## config.mk

```make
export PLATFORM = sky130hd
export DESIGN_NAME = fpu_sequencer
export DESIGN_NICKNAME = d
export VERILOG_FILES = /design/src/rtl/fpu_sequencer.sv
export SDC_FILE = /design/constraint.sdc
export NUM_CORES = 1
export LEC_CHECK = 0
export ABC_AREA = 1
export BUFFER_PORTS_ARGS = -buffer_cell sky130_fd_sc_hd__buf_2
export CAP_MARGIN = 20
export CORE_AREA = 2 2 161 163
export DETAILED_ROUTE_END_ITERATION = 6
export DIE_AREA = 0 0 163 165
export PLACE_DENSITY = 0.73
export REMOVE_ABC_BUFFERS = 1
export SYNTH_ARGS = -nofsm -noshare
export SYNTH_HDL_FRONTEND = slang
export SYNTH_SLANG_ARGS = --single-unit
export TNS_END_PERCENT = 5
```

## constraint.sdc

```tcl
create_clock -name clk -period 1.7 [get_ports clk]
set_input_delay 0 -clock clk [delete_from_list [all_inputs] [get_ports clk]]
set_output_delay 0 -clock clk [all_outputs]
set_load 0.02 [all_outputs]
```

## src/rtl/fpu_sequencer.sv

```systemverilog
// Request sequencer for the Q16.48 processing unit: one operation in flight,
// valid/ready request and response channels, divider busy tracking with timeout.
module fpu_sequencer #(
   parameter int TAG_W       = 4,
   parameter int DIV_TIMEOUT = 128
) (
   input  logic             clk,
   input  logic             reset,
   input  logic             req_valid,
   output logic             req_ready,
   input  logic [3:0]       req_op,
   input  logic [63:0]      req_a,
   input  logic [63:0]      req_b,
   input  logic [TAG_W-1:0] req_tag,
   output logic             rsp_valid,
   input  logic             rsp_ready,
   output logic [63:0]      rsp_res,
   output logic [TAG_W-1:0] rsp_tag,
   output logic             rsp_nan,
   output logic             rsp_inf,
   output logic             rsp_timeout,
   output logic [3:0]       fpu_op,
   output logic [63:0]      fpu_a,
   output logic [63:0]      fpu_b,
   input  logic             fpu_busy,
   input  logic [63:0]      fpu_res
);

   localparam int              CNT_W     = $clog2(DIV_TIMEOUT + 1);
   localparam logic [CNT_W-1:0] CNT_LIMIT = CNT_W'(DIV_TIMEOUT);
   localparam logic [3:0]      OP_NOP    = 4'b0000;
   localparam logic [3:0]      OP_DIV    = 4'b0011;
   localparam logic [63:0]     RES_NAN   = 64'h8000_0000_0000_0000;
   localparam logic [63:0]     RES_PINF  = 64'h7fff_ffff_ffff_ffff;
   localparam logic [63:0]     RES_NINF  = 64'h8000_0000_0000_0001;

   typedef enum logic [2:0] {
      S_IDLE,
      S_ISSUE,
      S_DIV_LAUNCH,
      S_DIV_WAIT,
      S_RESP
   } state_e;

   state_e             state_q, state_d;
   logic [3:0]         op_q, op_d;
   logic [63:0]        a_q, a_d;
   logic [63:0]        b_q, b_d;
   logic [TAG_W-1:0]   tag_q, tag_d;
   logic [63:0]        res_q, res_d;
   logic               tmo_q, tmo_d;
   logic [CNT_W-1:0]   cnt_q, cnt_d;
   logic               illegal_op;

   assign illegal_op = (req_op == 4'b0111) || (req_op == 4'b1011) ||
                       (req_op == 4'b1110) || (req_op == 4'b1111);

   always_comb begin
      // NOTE: every output and next-state value gets a default before the case,
      // so no path through the case can leave one unassigned and infer a latch.
      state_d   = state_q;
      op_d      = op_q;
      a_d       = a_q;
      b_d       = b_q;
      tag_d     = tag_q;
      res_d     = res_q;
      tmo_d     = tmo_q;
      cnt_d     = cnt_q;
      req_ready = 1'b0;
      fpu_op    = OP_NOP;

      unique case (state_q)
         S_IDLE: begin
            req_ready = !fpu_busy;
            if (req_valid && !fpu_busy) begin
               op_d  = req_op;
               a_d   = req_a;
               b_d   = req_b;
               tag_d = req_tag;
               tmo_d = 1'b0;
               if (illegal_op) begin
                  res_d   = RES_NAN;
                  state_d = S_RESP;
               end else if (req_op == OP_DIV) begin
                  state_d = S_DIV_LAUNCH;
               end else begin
                  state_d = S_ISSUE;
               end
            end
         end
         S_ISSUE: begin
            fpu_op  = op_q;
            res_d   = fpu_res;
            state_d = S_RESP;
         end
         S_DIV_LAUNCH: begin
            fpu_op  = OP_DIV;
            cnt_d   = '0;
            state_d = S_DIV_WAIT;
         end
         S_DIV_WAIT: begin
            // The divide opcode stays applied here, so the cycle busy drops also relaunches the unit.
            fpu_op = OP_DIV;
            cnt_d  = cnt_q + CNT_W'(1);
            if (!fpu_busy) begin
               res_d   = fpu_res;
               state_d = S_RESP;
            end else if (cnt_d == CNT_LIMIT) begin
               res_d   = RES_NAN;
               tmo_d   = 1'b1;
               state_d = S_RESP;
            end
         end
         S_RESP: begin
            if (rsp_ready) begin
               tmo_d   = 1'b0;
               state_d = S_IDLE;
            end
         end
         default: state_d = S_IDLE;
      endcase
   end

   // NOTE: sequential state uses non-blocking assignments so every register
   // samples the pre-edge values regardless of statement order.
   always_ff @(posedge clk or negedge reset) begin
      if (!reset) begin
         state_q <= S_IDLE;
         op_q    <= OP_NOP;
         a_q     <= '0;
         b_q     <= '0;
         tag_q   <= '0;
         res_q   <= '0;
         tmo_q   <= 1'b0;
         cnt_q   <= '0;
      end else begin
         state_q <= state_d;
         op_q    <= op_d;
         a_q     <= a_d;
         b_q     <= b_d;
         tag_q   <= tag_d;
         res_q   <= res_d;
         tmo_q   <= tmo_d;
         cnt_q   <= cnt_d;
      end
   end

   assign rsp_valid   = (state_q == S_RESP);
   assign rsp_res     = res_q;
   assign rsp_tag     = tag_q;
   assign rsp_timeout = tmo_q;
   assign rsp_nan     = (res_q == RES_NAN);
   assign rsp_inf     = (res_q == RES_PINF) || (res_q == RES_NINF);
   assign fpu_a       = a_q;
   assign fpu_b       = b_q;

endmodule

```

# [Word level (Yosys, flattened, before mapping)]
# Index checks and enable logic that the tools add are counted.
[totals] inputBits=205 out_inout_bits=205 reg_bits=212 latch_bits=0 n_memories=0 ram_bits=0 wordCells=63 rom_bits=0
[classes] eq_ne=19 n_mux=20 shift=0 order_cmp=0 bitwise=0 addsub=1 div_mod_pow=0 n_mul=0 n_reduce_logical=15
[op_table] cell="64-bit two-way mux" count=4
[op_table] cell="64-bit one-hot mux with 3 select lines" count=1
[op_table] cell="64-bit == test, second input constant" count=2
[op_table] cell="64-bit by 63-bit == test with 1-bit output, second input constant" count=1
[op_table] cell="8-bit one-hot mux with 2 select lines" count=1
[op_table] cell="3-bit two-way mux" count=5
[op_table] cell="3-bit one-hot mux with 5 select lines" count=1
[op_table] cell="4-bit == test, second input constant" count=3
[op_table] cell="8-bit by 1-bit adder with 8-bit output, second input constant" count=1
[op_table] cell="8-bit == test, second input constant" count=1
[op_table] cell="2-bit inequality test, second input constant" count=4
[op_table] cell="4-bit one-hot mux with 2 select lines" count=1
[op_table] cell="3-bit by 2-bit == test with 1-bit output, second input constant" count=2
[op_table] cell="3-bit nonzero test" count=2
[op_table] cell="1-bit two-way mux" count=5
[op_table] cell="5-bit AND reduction" count=1
[op_table] cell="4-bit by 2-bit == test with 1-bit output, second input constant" count=1
[op_table] cell="4-bit by 3-bit == test with 1-bit output, second input constant" count=1
[op_table] cell="1-bit logical OR" count=4
[op_table] cell="4-bit AND reduction" count=1
[op_table] cell="3-bit by 1-bit == test with 1-bit output, second input constant" count=1
[op_table] cell="3-bit == test, second input constant" count=1
[op_table] cell="3-bit logical NOT" count=1
[op_table] cell="3-bit inequality test, second input constant" count=1
[op_table] cell="other kinds (9)" count=9

# [Depth between registers and ports, before layout]
# Gate-level depths: netlist of run 1.
[depth] depth_word=7 ltp_mapped=14 ltp_nobuf=12

# [Worst setup path before layout of run 1]
# OpenSTA, ideal clock, no wires.
[synth_timing] path_kind="register to register" start="register cnt_q[0]" end="register res_q[16] (netlist: rsp_res[16])" path_buffers=2 setup_ns=0.117 setup_slack_ns=-0.062 path_stages_with_launch=13 period_less_slack_ns=1.762 required_time_ns=1.583 arrival_ns=1.645 path_cell_list="dfrtp_1 ha_1 nand3_2 o21ai_1 nand2_1 nor2_2 nand2_1 nand2_2 nand3_2 buf_6 buf_6 nand2_2 nand2_1"
[synth_via] elab_chain_len=4
[synth_rtl] element="from (decl)" line="52" text="logic [CNT_W-1:0] cnt_q, cnt_d;"
[synth_rtl] element="from (signal assigned)" line="144" text="cnt_q <= cnt_d;"
[synth_rtl] element="8-bit by 1-bit adder with 8-bit output" line="104" text="cnt_d = cnt_q + CNT_W'(1);"
[synth_rtl] element="8-bit == test" line="108" text="end else if (cnt_d == CNT_LIMIT) begin"
[synth_rtl] element="3-bit inequality test (no source line)"
[synth_rtl] element="4-bit AND reduction (no source line)"
[synth_rtl] element="to (signal assigned)" line="142" text="res_q <= res_d;"
[synth_rtl] element="to (decl)" line="50" text="logic [63:0] res_q, res_d;"
# No other way between the ends.
# A chain may end at the register's enable or synchronous reset.

# [Worst setup path in the final report of run 1]
[layout_timing] start="register res_q[51] (netlist: rsp_res[51])" end="output rsp_nan"
[layout_via] elab_chain_len=1
[layout_rtl] element="64-bit == test" line="152" text="assign rsp_nan = (res_q == RES_NAN);"
[layout_rtl] element="to (decl)" line="19" text="output logic rsp_nan,"
# No other way between the ends.

==> results of run 1 <==
==> layout make-up <==
class	instances	area, µm²	share of cell area (%)
sequential	212	5320	35.5
inverter	28	105	0.702
timing repair buffer	677	4820	32.2
clock buffer	29	671	4.48
clock inverter	13	250	1.67
antenna	2	5.00	0.0334
multi-input combinational	481	3390	22.6
tap	330	413	2.76
==> registers in the layout, indices dropped and copies added, names as in the netlist <==
name / flops
cnt_q: 8
fpu_a: 64
fpu_b: 64
op_q: 4
rsp_res: 64
rsp_tag: 4
rsp_timeout: 1
state_q: 3
==> worst paths after layout <==
| kind | start | endpoint | slack, ps | cells past startpoint |
|---|---|---|---|---|
| setup / recovery | rsp_res[51] | rsp_nan | -440 | 6 |
| max in group asynchronous | reset | fpu_a[37] | 1010 | 3 |
| setup reg to reg | cnt_q[0] | rsp_res[41] | -240 | 13 |
| hold reg to reg | fpu_b[29] | fpu_b[29] | 490 | 1 |
| min in group clk | fpu_busy | state_q[1] | 90 | 6 |
| hold / removal | reset | rsp_res[46] | 20 | 2 |
==> logic make-up (layout without fill, tap and decap cells) <==
group,Yosys count,count (layout)
AND/OR/NAND/NOR,323,324
flip-flops,212,212
multiplexers,134,134
buffers and inverters,56,747
AO/OA/AOI/OAI,21,21
adder cells (fa/ha/maj),2,2
other,0,2
==> per-stage QoR <==
stage | instance area (µm²) | util [%] | hold slack, ps
after floorplan | 8550 | - | -296
after global placement | 11500 | 45.9 | -33.7
after detailed placement | 11500 | 45.9 | -34.1
after CTS | 14600 | 58.2 | 10.8
after global routing | 15000 | 59.8 | 44.9
final | 15000 | 59.8 | 18.6
==> per-layer routing <==
layer | track usage [%] | wire [µm] | vias to the layer above
li1 | - | - | 3849
met1 | 24.9 | 11500 | 4101
met2 | 39.4 | 16400 | 471
met3 | 4.85 | 2800 | 86
met4 | 8.00 | 977 | 0
met5 | 0 | 0 | -
==> layout by cell type, fill, tap and decap left out, drive strengths merged, types with 9 or more instances in the layout <==
cell and n:
buf 472, nor4 9, inv 27, dfrtp 212, nand3 12, dlygate4sd3 202
nand4 24, o21ai 10, mux2 134, clkbuf 32, nand2 232, nor2 38
==> critical path, stage by stage, from the launching register on <==
cell	delay, ps
dfrtp_2	440
nor4_1	350
nand3b_1	180
nor2_2	170
nand2_2	100
nor3_4	230
buf_6	160
==> power groups by stage <==
| stage | Combinational, mW | Clock (mW) | Sequential, mW |
|---|---|---|---|
| 5_1_grt | 13.3 | 6.32 | 9.80 |
| 6_report | 12.5 | 6.01 | 9.52 |
| 3_5_place_dp | 10.9 | 0 | 9.36 |
| 4_1_cts | 11.5 | 6.08 | 9.33 |
| 3_3_place_gp | 10.7 | 0 | 9.22 |
| 2_1_floorplan | 3.54 | 0 | 12.0 |
==> timing repair <==
item,4_1_cts,5_1_grt
hold buffers,202,0
pin swaps,6,13
endpoints found under the hold margin,415,0
cloned,1,3
setup buffers,2,16
resized for setup,26,66
endpoints found under the setup margin,152,195
==> flow_summary.yaml, run 1 <==
placed_design:
  place_inst: 1504
  dp.final_hpwl_mm: 19.8
  portBuffers: 409
  place.gp.congestion: 0.832
  post-place-ws_ps: -181
synthesis:
  ys_warn_count: 0
  syn_inst: 748
  yosys-top-cells-count: "dfrtp_1, nand2_1, mux2_1, nand2_2, nor2_1"
  synth_top_family_by_area: "multiplexers"
  yosysMostFrequentCell: "dfrtp_1"
  synth_area_leaders: "dfrtp_1, mux2_1, nand2_1, nand2_2, mux2_2"
  synth_top_area_share_pct: 60.8
  async_flop_share_pct: 100
  synthSimpleGateAreaFrac_pct: 17.0
  netlist_area_mm2: 0.00873
  ys.flop_type: "dfrtp_1"
  synth_edf_count: 0
  post_synth.cell_area_avg_um2: 11.7
  synthXorXnorAreaFrac_pct: 0
  synthMuxAreaShare_pct: 17.3
  synth_top_area_cell: "dfrtp_1"
  synth_adder_area_share_pct: 0.287
  ys_ff_latch: 212
  synth_compound_area_share_pct: 1.46
  ys_types: 29
  ys_seq_area_share_pct: 60.8
clock_network:
  cts.clk_slew.worst_paths_ps: 60
  cts_root_buf: "clkbuf_16"
  cts_buffers: 24
  cts.sinks: 212
  insertion_delay_ps: 510
  htreeDepth: 1
  cts_tree: "done"
  clk_path_buf_depth: 3
die:
  initial_core_util_pct: 34.9
  coreArea_mm2: 0.0250
  die_area_mm2: 0.0269
  rows: 58
  die_h_um: 165
  die_w_um: 163
  io_pins: 410
critical_path:
  required_ps: 1700
  worstSetupStartpointType: "register"
  cp_data_arrival_time_ps: 2140
  crit_path_end_kind: "output port"
  crit_fanout: 4
  worstSetupPathType: "reg -> out"
global_routing:
  grt_max_degree: 52
  grt_pass1_wl_mm: 46.0
  grt_pass1_vias: 8725
  gr-total-overflow: 0
  antenna_found_initial: 0
  track_usage_pct: 21.7
route:
  detail-route-antenna-nets: 0
  via_per_inst: 4.80
  drt_iter0_markers: 455
  post-route-drc-count: 0
  firstDrtPassIters: 5
  wl_per_cell_um: 17.8
  routed_wl_mm: 31.6
  vias: 8507
timing:
  tightestPinTransition_ps: 553
  fin_tns_setup_ps: -13650
  skew_ps: 8.81
  setup_slack_ps: -437
  relSlewSlack_pct: 62.9
  slew_viol_final: 0
  hold_viol: 0
  setup_viol: 99
  period_share_pct: 126
  layout_min_cycle_time_ps: 2140
  grt_setup_unrepaired: "true"
  max_freq_mhz: 468
run_status:
  violations: "negative setup slack"
  outcome: "finished with violations"
final_layout:
  nNetsFinal: 1631
  drive_above_1_share_pct: 45.8
  fillCellCount: 1883
  layoutNonFillerInstCount: 1772
  syn_to_final_growth_pct: 71.5
power_and_ir_drop:
  pwr-share-comb_pct: 44.6
  power_density_mw_per_mm2: 1870
  p_switching_mw: 11.6
  switching_share_pct: 41.3
  pwr-share-seq_pct: 34.0
  power_frac_clock_pct: 21.5
  leakagePower_nw: 7.44
  finalPower_mw: 28.0
  power.internal_mw: 16.4
  ir_drop_mv: 1.20
min_path:
  hp-class: "in -> async"
job:
  drv_cap: 0
Power figures use the tool's default switching activity.
==> inputs of run 2 (changes only) <==
--- a/config.mk
+++ b/config.mk
@@ -9,6 +9,7 @@
 export BUFFER_PORTS_ARGS = -buffer_cell sky130_fd_sc_hd__buf_2
 export CAP_MARGIN = 20
 export CORE_AREA = 2 2 161 163
+export CTS_BUF_LIST = sky130_fd_sc_hd__clkbuf_8 sky130_fd_sc_hd__clkbuf_16
 export DETAILED_ROUTE_END_ITERATION = 6
 export DIE_AREA = 0 0 163 165
 export PLACE_DENSITY = 0.73
==> flow_summary.yaml, run 2 (synthesis results as in run 1) <==
job:
  drv_cap: 0
final_layout:
  syn_to_final_growth_pct: 71.5
  stdcell_area_mm2: 0.0150
  layout_common_cells: "buf_2, dlygate4sd3_1, dfrtp_1, nand2_1, mux2_1"
  drive_above_1_share_pct: 45.8
  post-route-util_pct: 59.8
  final_common_cell: "buf_2"
  fillCellCount: 1883
  nNetsFinal: 1631
timing:
  setup_slack_ps: -429
  max_freq_mhz: 470
  setup_viol: 98
  skew_ps: 9.99
  layout_min_cycle_time_ps: 2130
  tightestPinTransition_ps: 553
  slew_viol_final: 0
  period_share_pct: 125
  hold_viol: 0
  hold_ws_ps: 18.6
  grt_setup_unrepaired: "true"
  relSlewSlack_pct: 62.9
clock_network:
  cts_tree: "done"
  insertion_delay_ps: 510
  cts.clk_slew.worst_paths_ps: 60
  cts_buffers: 24
  cts.sinks: 212
  cts_root_buf: "clkbuf_16"
  clk_path_buf_depth: 3
  htreeDepth: 1
route:
  via_per_inst: 4.82
  routed_wl_mm: 31.6
  wl_per_cell_um: 17.8
  drt_iter0_markers: 406
  detail-route-antenna-nets: 0
  post-route-drc-count: 0
  vias: 8533
  firstDrtPassIters: 5
global_routing:
  gr-total-overflow: 0
  use_met1_pct: 24.9
  antenna_found_initial: 0
  grt_busiest_layer: "met2"
  grtUsageMet2_pct: 39.4
  grt_pass1_vias: 8725
  track_usage_pct: 21.7
  grt_pass1_wl_mm: 46.0
  grt_use_met3_pct: 4.85
  grt_max_degree: 52
power_and_ir_drop:
  pwr-share-seq_pct: 34.0
  ir_drop_mv: 1.20
  power_frac_clock_pct: 21.4
  power.internal_mw: 16.4
  switching_share_pct: 41.4
  finalPower_mw: 28.0
  p_switching_mw: 11.6
  power_density_mw_per_mm2: 1870
  leakagePower_nw: 7.44
  pwr-share-comb_pct: 44.6
die:
  die_h_um: 165
  initial_core_util_pct: 34.9
  io_pins: 410
  die_area_mm2: 0.0269
  coreArea_mm2: 0.0250
  die_w_um: 163
  rows: 58
run_status:
  violations: "negative setup slack"
  outcome: "finished with violations"
placed_design:
  portBuffers: 409
  placed_cell_area_mm2: 0.0115
  dp.final_hpwl_mm: 19.8
  place.gp.congestion: 0.832
critical_path:
  crit_path_end_kind: "output port"
  required_ps: 1700
  worstSetupPathType: "reg -> out"
  crit_fanout: 4
  worstSetupStartpointType: "register"
  cp_data_arrival_time_ps: 2130
min_path:
  hp-class: "in -> async"
## run 2: changes by cell type in the layout (fill, tap and decap cells not counted), sizes merged
cell and change:
clkbuf -1, inv +1
## run 2: worst paths after layout
| check | start | to | slack, ps | depth (start not counted) |
|---|---|---|---|---|
| max | rsp_res[51] | rsp_nan | -430 | 6 |
| min | reset | rsp_res[46] | 20 | 2 |
| max reg2reg | cnt_q[0] | rsp_res[41] | -240 | 13 |
| min reg2reg | fpu_b[29] | fpu_b[29] | 480 | 1 |
| max in group asynchronous | reset | fpu_a[37] | 1010 | 3 |
| min in group clk | fpu_busy | state_q[1] | 90 | 6 |
## run 2: repair_timing
item,CTS,global route
buffers inserted,2,16
hold endpoints to repair,415,0
cloned,1,3
pin swaps,6,13
hold buffers,202,0
gates resized for setup,26,66
setup endpoints to repair,152,195
## run 2: worst max-delay path: stages (launching register included)
cell and delay [ps]:
dfrtp_2 440, nor4_1 340, nand3b_1 180, nor2_2 170, nand2_2 100, nor3_4 230
buf_6 150
## run 2: final cells by class
class	count	area, µm²	share of cell area, %
clock inverter	14	254	1.70
multi-input combinational	481	3390	22.6
sequential	212	5320	35.5
tap	330	413	2.76
inverter	28	105	0.702
antenna	2	5.00	0.0334
timing repair buffer	677	4820	32.2
clock buffer	28	667	4.45
## run 2: power groups by stage
stage	sequential [mW]	combinational, mW	clock [mW]
6_report	9.53	12.5	6.01
5_1_grt	9.80	13.3	6.32
4_1_cts	9.33	11.5	6.08
3_5_place_dp	9.36	10.9	0
3_3_place_gp	9.22	10.7	0
2_1_floorplan	12.0	3.54	0
## run 2: layer usage
metal	routed length, µm	vias to the layer above
met5	0	-
met4	1060	0
met3	2730	92
met2	16300	490
met1	11500	4102
li1	-	3849
## run 2: per-stage QoR
stage,cells,setup TNS (ps),worst slack (ps)
after CTS,1751,-9820,-283
final,1772,-13590,-429
after detailed placement,1504,-10540,-181
after global routing,1770,-29370,-467
after floorplan,720,-425690,-2660
after global placement,1504,-7820,-139
==> inputs of run 3 (changes only) <==
--- a/config.mk
+++ b/config.mk
@@ -8,11 +8,11 @@
 export ABC_AREA = 1
 export BUFFER_PORTS_ARGS = -buffer_cell sky130_fd_sc_hd__buf_2
 export CAP_MARGIN = 20
-export CORE_AREA = 2 2 161 163
+export CORE_AREA = 2 2 160 162
 export CTS_BUF_LIST = sky130_fd_sc_hd__clkbuf_8 sky130_fd_sc_hd__clkbuf_16
 export DETAILED_ROUTE_END_ITERATION = 6
-export DIE_AREA = 0 0 163 165
-export PLACE_DENSITY = 0.73
+export DIE_AREA = 0 0 162 164
+export PLACE_DENSITY = 0.74
 export REMOVE_ABC_BUFFERS = 1
 export SYNTH_ARGS = -nofsm -noshare
 export SYNTH_HDL_FRONTEND = slang
==> flow_summary.yaml, run 3 (synthesis results as in run 1) <==
run_status:
  outcome: "finished with violations"
  violations: "negative setup slack"
route:
  vias: 8718
  detail-route-antenna-nets: 0
  wl_per_cell_um: 18.7
  drt_iter0_markers: 527
  routed_wl_mm: 33.4
  firstDrtPassIters: 6
  post-route-drc-count: 0
  via_per_inst: 4.89
global_routing:
  antenna_found_initial: 4
  track_usage_pct: 23.4
  grt_pass1_wl_mm: 48.9
  grt_max_degree: 57
  grtUsageMet2_pct: 43.1
  use_met1_pct: 25.2
  grt_busiest_layer: "met2"
  grt_use_met3_pct: 5.63
  gr-total-overflow: 0
  grt_pass1_vias: 9184
final_layout:
  stdcell_area_mm2: 0.0150
  fillCellCount: 1847
  layout_common_cells: "buf_2, dfrtp_1, dlygate4sd3_1, nand2_1, mux2_1"
  final_common_cell: "buf_2"
  drive_above_1_share_pct: 45.0
  syn_to_final_growth_pct: 71.3
  post-route-util_pct: 60.3
  layoutNonFillerInstCount: 1782
  nNetsFinal: 1635
timing:
  layout_min_cycle_time_ps: 2040
  grt_setup_unrepaired: "true"
  relSlewSlack_pct: 56.0
  max_freq_mhz: 490
  setup_slack_ps: -339
  period_share_pct: 120
  setup_viol: 95
  fin_tns_setup_ps: -18200
  slew_viol_final: 0
  hold_ws_ps: 24.2
  hold_viol: 0
  tightestPinTransition_ps: 655
  skew_ps: 6.99
clock_network:
  cts.clk_slew.worst_paths_ps: 60
  cts_root_buf: "clkbuf_16"
  htreeDepth: 1
  clk_path_buf_depth: 3
  cts.sinks: 212
  cts_buffers: 24
  insertion_delay_ps: 510
  cts_tree: "done"
placed_design:
  placed_cell_area_mm2: 0.0116
  dp.final_hpwl_mm: 20.1
  place.gp.congestion: 0.846
  place_inst: 1514
  post-place-ws_ps: -153
  portBuffers: 409
critical_path:
  r2r_cells: 14
  crit_fanout: 3
  reg2reg_slack_ps: -330
  timing.rr.end: "rsp_res[40]"
  cp_data_arrival_time_ps: 2040
  worstSetupPathType: "reg -> out"
  rr_startpoint: "cnt_q[1]"
  crit_path_end_kind: "output port"
  required_ps: 1700
  worstSetupStartpointType: "register"
die:
  die_area_mm2: 0.0266
  rows: 58
  io_pins: 410
  die_h_um: 164
  die_w_um: 162
  initial_core_util_pct: 35.2
  coreArea_mm2: 0.0248
power_and_ir_drop:
  ir_drop_mv: 1.47
  leakagePower_nw: 7.46
  finalPower_mw: 27.7
  power_density_mw_per_mm2: 1850
min_path:
  hp-class: "in -> async"
job:
  drv_cap: 0
## run 3: changes by cell type in the layout (fill, tap and decap cells not counted), moves of 4 or more
cell / change
clkinv_2: +4
diode_2: +5
bufinv_16: -5
buf_16: +4
dfrtp_2: -8
nor2_1: +5
buf_6: -6
nor2_2: -6
dfrtp_1: +8
## run 3: worst max path at each step
stage	slack [ps]	endpoint	cells after the start	from
finish	-340	rsp_inf	7	rsp_res[36]
global route	-430	rsp_res[24]	14	cnt_q[1]
CTS	-350	rsp_inf	6	rsp_res[49]
detailed placement	-150	rsp_res[2]	12	cnt_q[0]
global placement	-60	rsp_res[13]	12	cnt_q[0]
floorplan	-2660	fpu_a[17]	5	state_q[2]
## run 3: final cells by class
cell class                 instances  area (µm²)  share of cell area, %
clock buffer                      29         681                   4.55
inverter                          28         105                  0.703
clock inverter                    14         123                  0.820
sequential                       212        5310                   35.5
tap                              330         413                   2.76
antenna                            7        17.5                  0.117
multi-input combinational        481        3410                   22.8
timing repair buffer             681        4900                   32.8
## run 3: worst max-delay path, cell delays in order (launching register included)
cell,delay [ps]
dfrtp_1,400
buf_4,140
nand4_1,90
nor2_1,200
nand4_1,230
nand3b_1,240
o21ai_2,90
buf_6,140
## run 3: report_power, final
group | leakage [nW] | total (mW) | internal, mW | switching (mW)
Sequential | 2.56 | 9.39 | 7.50 | 1.89
Combinational | 4.49 | 13.1 | 5.31 | 7.76
Clock | 0.413 | 5.24 | 3.14 | 2.10
## run 3: per-layer routing
metal / share of wire [%] / up-vias / routed length [µm]
li1: - / 3866 / -
met1: 36 / 4283 / 11900
met2: 52 / 467 / 17300
met3: 7.9 / 102 / 2640
met4: 4.4 / 0 / 1480
met5: 0 / - / 0
## run 3: what timing repair did
item                                   4_1_cts  5_1_grt
buffers inserted                             1        4
endpoints found under the hold margin      415        0
setup endpoints to repair                   67       89
hold buffers                               204        0
gates cloned                                 3        6
gates resized for setup                     16       66
pin swaps                                    3       13
